$ cat src/rtl/ecc_pkg.sv
// SECDED helpers shared by the lockstep checker and its decoders.
// Hamming positions skip powers of two; the top check bit is overall parity.
package ecc_pkg;

    typedef enum logic [1:0] {
        IDLE  = 2'd0,
        ARMED = 2'd1,
        CHECK = 2'd2
    } inj_state_t;

    // Check bits for dw data bits: smallest Hamming r with 2^r >= dw+r+1, plus overall parity.
    function automatic int ecc_par_w(input int dw);
        int r;
        r = 1;
        while ((1 << r) < (dw + r + 1)) r++;
        return r + 1;
    endfunction

    // H-matrix column of data bit idx: its 1-based codeword position (non-power-of-two slots).
    function automatic int ecc_h_col(input int idx);
        int p;
        int n;
        p = 2;
        n = -1;
        while (n < idx) begin
            p++;
            if ((p & (p - 1)) != 0) n++;
        end
        return p;
    endfunction

endpackage

$ cat src/rtl/ecc_secded_dec.sv
// Combinational SECDED decoder: corrects one data bit, flags double errors.
// bypass_i passes data untouched and reports a clean beat.
module ecc_secded_dec
    import ecc_pkg::*;
#(
    parameter int DATA_WIDTH   = 70,
    parameter int PARITY_WIDTH = 8
) (
    input  logic [DATA_WIDTH-1:0]   data_i,
    input  logic [PARITY_WIDTH-1:0] parity_i,
    input  logic                    bypass_i,
    output logic [DATA_WIDTH-1:0]   data_o,
    output logic [DATA_WIDTH-1:0]   mask_o,
    output logic                    sbit_err_o,
    output logic                    dbit_err_o
);

    localparam int SW = PARITY_WIDTH - 1;

    logic [SW-1:0]         contrib [DATA_WIDTH];
    logic [SW-1:0]         syn;
    logic [DATA_WIDTH-1:0] hit;
    logic                  overall;

    for (genvar g = 0; g < DATA_WIDTH; g++) begin : g_col
        localparam logic [SW-1:0] COL = SW'(ecc_h_col(g));
        assign contrib[g] = COL & {SW{data_i[g]}};
        assign hit[g]     = (syn == COL);
    end

    always_comb begin
        syn = parity_i[SW-1:0];
        for (int i = 0; i < DATA_WIDTH; i++) begin
            syn = syn ^ contrib[i];
        end
    end

    assign overall = (^data_i) ^ (^parity_i);

    // Odd overall parity means a single flip; a zero or power-of-two syndrome hits a check bit.
    always_comb begin
        data_o     = data_i;
        mask_o     = '0;
        sbit_err_o = 1'b0;
        dbit_err_o = 1'b0;
        if (!bypass_i) begin
            mask_o     = overall ? hit : '0;
            data_o     = data_i ^ mask_o;
            sbit_err_o = overall;
            dbit_err_o = !overall && (syn != '0);
        end
    end

endmodule

$ cat config.mk
export PLATFORM = sky130hd
export DESIGN_NAME = ecc_secded_dec
export DESIGN_NICKNAME = d
export VERILOG_FILES = /design/src/rtl/ecc_pkg.sv /design/src/rtl/ecc_secded_dec.sv
export SDC_FILE = /design/constraint.sdc
export NUM_CORES = 1
export LEC_CHECK = 0
export ABC_AREA = 1
export BUFFER_PORTS_ARGS = -buffer_cell sky130_fd_sc_hd__buf_2
export CAP_MARGIN = 20
export CORE_ASPECT_RATIO = 1.75
export CORE_MARGIN = 2
export CORE_UTILIZATION = 24
export DETAILED_ROUTE_END_ITERATION = 8
export GPL_TIMING_DRIVEN = 0
export PLACE_DENSITY = 0.43
export REMOVE_ABC_BUFFERS = 1
export SYNTH_ARGS = -nofsm -noshare
export SYNTH_HDL_FRONTEND = slang
export SYNTH_SLANG_ARGS = --single-unit
$ cat constraint.sdc
create_clock -name vclk -period 3.8
set_input_delay 0.76 -clock vclk [all_inputs]
set_output_delay 0.76 -clock vclk [all_outputs]
set_load 0.005 [all_outputs]
==> results.txt <==
----------------------------------------------------
[Run status]
  Result of the run ... finished with violations
  Violations in the final reports ... setup timing

[Logic synthesis]
  Warnings, synthesis ... 0
  Leading area contributor after synthesis ... nand2_1
  Main area contributors after synthesis ... nand2_1, inv_1, nand3_1
  Top-area cell type share of the netlist area ... ~43%
  Post-Syn Area per Cell ... roughly 4.6 sq um
  Sequential-to-total area share from yosys stat ... 0%
  Post-synth design cell area ... 0.00555 sq mm
  Post-Syn Instances ... 1214
  Count of distinct cell types in the synthesized netlist ... 30

[Timing]
  Worst-Margin Slew ... approximately 500 ps
  Endpoints failing hold ... 0
  Final period utilization ... 100%
  Shortest clock period the worst path allows after layout ... roughly 3800 ps
  Setup-violating endpoint count in the final report ... 1
  Maximum clock rate ... about 260 MHz
  Worst rel slew slack ... 67.0%
  Setup slack after layout ... -6.78 ps
  RSZ-0062 raised after global routing ... true
  Max-slew violation total from the final report ... 0

[Placed design]
  Half-perimeter wire length after detailed placement ... approximately 23 mm
  Count of port buffers added during placement ... between 200 and 250
  Worst Setup Slack post-DPL ... -885 ps
  Placer congestion estimate ... between 0.8 and 0.9

[Setup path]
  Critical Path Start Type ... primary input
  Required time worst endpoint ... 3040 ps
  Kind of capture point of the worst setup path ... output port
  Largest fanout on the critical path ... 8
  Startpoint of the worst setup timing path ... data_i[69]
  Category of the critical setup timing path ... primary input to output port
  Data arrival time of the critical path ... 3050 ps
  Critical path destination ... data_o[22]

[Detailed routing]
  Via density per instance ... 4.79
  DRC viols ... 0
  Final antenna-violating net count ... 0
  DR vias ... 8753
  DR WL/cell ... 17.6 microns
  Total wire length after detailed routing ... 32.1 mm
  First-iteration detailed-routing DRC count ... 387
  DR pass1 iterations ... 5

[Floorplan]
  Initial Util ... about 24%
  Total number of placement rows ... 73
  Width of the die ... 119 microns
  Vertical extent of the die ... 205 microns
  Placeable Area ... 0.0227 sq mm
  Boundary Pins ... 221
  Area of the die ... 0.0244 sq mm

[Cells and area]
  Number of antenna repair diodes ... 0
  Fillcell total ... 2461
  Most common library cell in the layout ignoring fill and taps ... nand2_1
  Highest-count cells in the layout ignoring fill and taps ... nand2_1, buf_2, nand2_2
  Sequential cell area ... 0 sq um
  # clk buffers ... 0
  Final standard cell utilization of the core ... 45.2%
  Synth-to-layout area growth ... 85.5%
  Fraction of layout instances using a drive strength above 1 ... 50.6%
  Final-stage net count ... 1608
  Number of sequential cells in the layout ... 0

[Global routing]
  Global-route wire length before repair ... 44.2 mm
  Overall Global Routing Usage ... 23.5%
  Leftover overflow at the end of global routing ... 0
  Antenna violations before repair ... 0
  Number of global-route vias before repair ... 8031
  Maximum number of pins on one net before global-route repair ... 31

[Min path]
  Hold Path Class ... primary input to output port

[Power and ir drop]
  Overall power of the completed layout ... 3640 uW
  Largest voltage drop on the vdd net ... 0.000167 V
  Leak Pwr ... 0.00598 uW
  Pwr per Cell Area ... about 350 mW/mm^2

[Run]
  Max-cap violations ... 0

----------------------------------------------------
through the flow:
stage	std cells	cell area [sq um]	TNS [ps]	hold slack, ps
3_5_place_dp	1707	6940	-54210	1760
2_1_floorplan	1182	5360	-23760	1550
6_report	1827	10300	-6.78	1760
4_1_cts	1782	8330	-175	1770
5_1_grt	1827	10300	-5690	1780
3_3_place_gp	1703	6840	-166890	1760
cell families after synthesis:
family / Yosys count / share of synthesized area, %
and+or+nand+nor: 899 / 71.4
buffers and inverters: 238 / 17.3
AOI/OAI and AO/OA: 19 / 1.83
xor gates and xnor gates: 58 / 9.43
metal layers:
| metal | vias up | wire length, microns | global-route usage, % |
|---|---|---|---|
| met5 | - | 0 | 0 |
| met4 | 0 | 2270 | 14.4 |
| met3 | 92 | 1440 | 2.34 |
| met2 | 282 | 17700 | 46.5 |
| met1 | 4029 | 10800 | 22.9 |
| li1 | 4350 | - | - |
worst min path at each step:
stage,startpoint,end,slack (ps),cells after the start
floorplan,bypass_i,dbit_err_o,1550,1
global placement,bypass_i,dbit_err_o,1760,3
detailed placement,bypass_i,dbit_err_o,1760,3
CTS,bypass_i,dbit_err_o,1770,3
global route,bypass_i,dbit_err_o,1780,3
finish,bypass_i,dbit_err_o,1760,3
where the power goes:
part	internal [uW]	total [uW]	switching, uW
registers	0	0	0
logic	1430	3640	2210
clock network	0	0	0
synthesized netlist by cell type:
cell and n:
nand2_4 3, nand2_1 635, xor2_1 32, nand2_2 11
nor2_2 10, nand3_2 1, nand3_4 1, nand3b_1 3
o21ai_1 3, nand4_1 61, buf_6 2, clkinv_1 2
nand4_2 1, xnor2_1 24, or2_0 1, o21ai_0 14
a21oi_2 1, nor3_4 1, buf_4 6, nor2_4 17
or2_1 5, xor2_2 2, nor2_1 31, buf_2 24
nand2b_1 1, inv_2 39, nor2_8 1, nand3_1 116
inv_1 165, a21o_1 1
repair_timing:
action / CTS / global route
resized for setup: 196 / 461
buffers inserted: 66 / 40
endpoints found under the hold margin: 0 / 0
endpoints found under the setup margin: 138 / 141
pin swaps: 64 / 116
gates cloned: 9 / 7
hold buffers: 0 / 0
worst max-delay path: stages:
cell and delay, ps:
clkbuf_4 180, xnor2_4 180, inv_1 80, nand2_1 80
nand2_2 100, or2_1 250, nand2_1 70, nand2_1 60
nand2_2 110, inv_2 50, nand3_4 90, nand3_4 120
buf_6 160, nor2_4 220, clkbuf_16 220, nand3_2 60
nand2_1 60, nand2_1 60, buf_6 120
final cells by class:
type | count | area [sq um] | area share [%]
inverter | 206 | 940 | 9.13
multi-input combinational | 980 | 6100 | 59.3
tap | 300 | 375 | 3.65
timing repair buffer | 341 | 2880 | 28.0
Power figures use the tool's default switching activity.
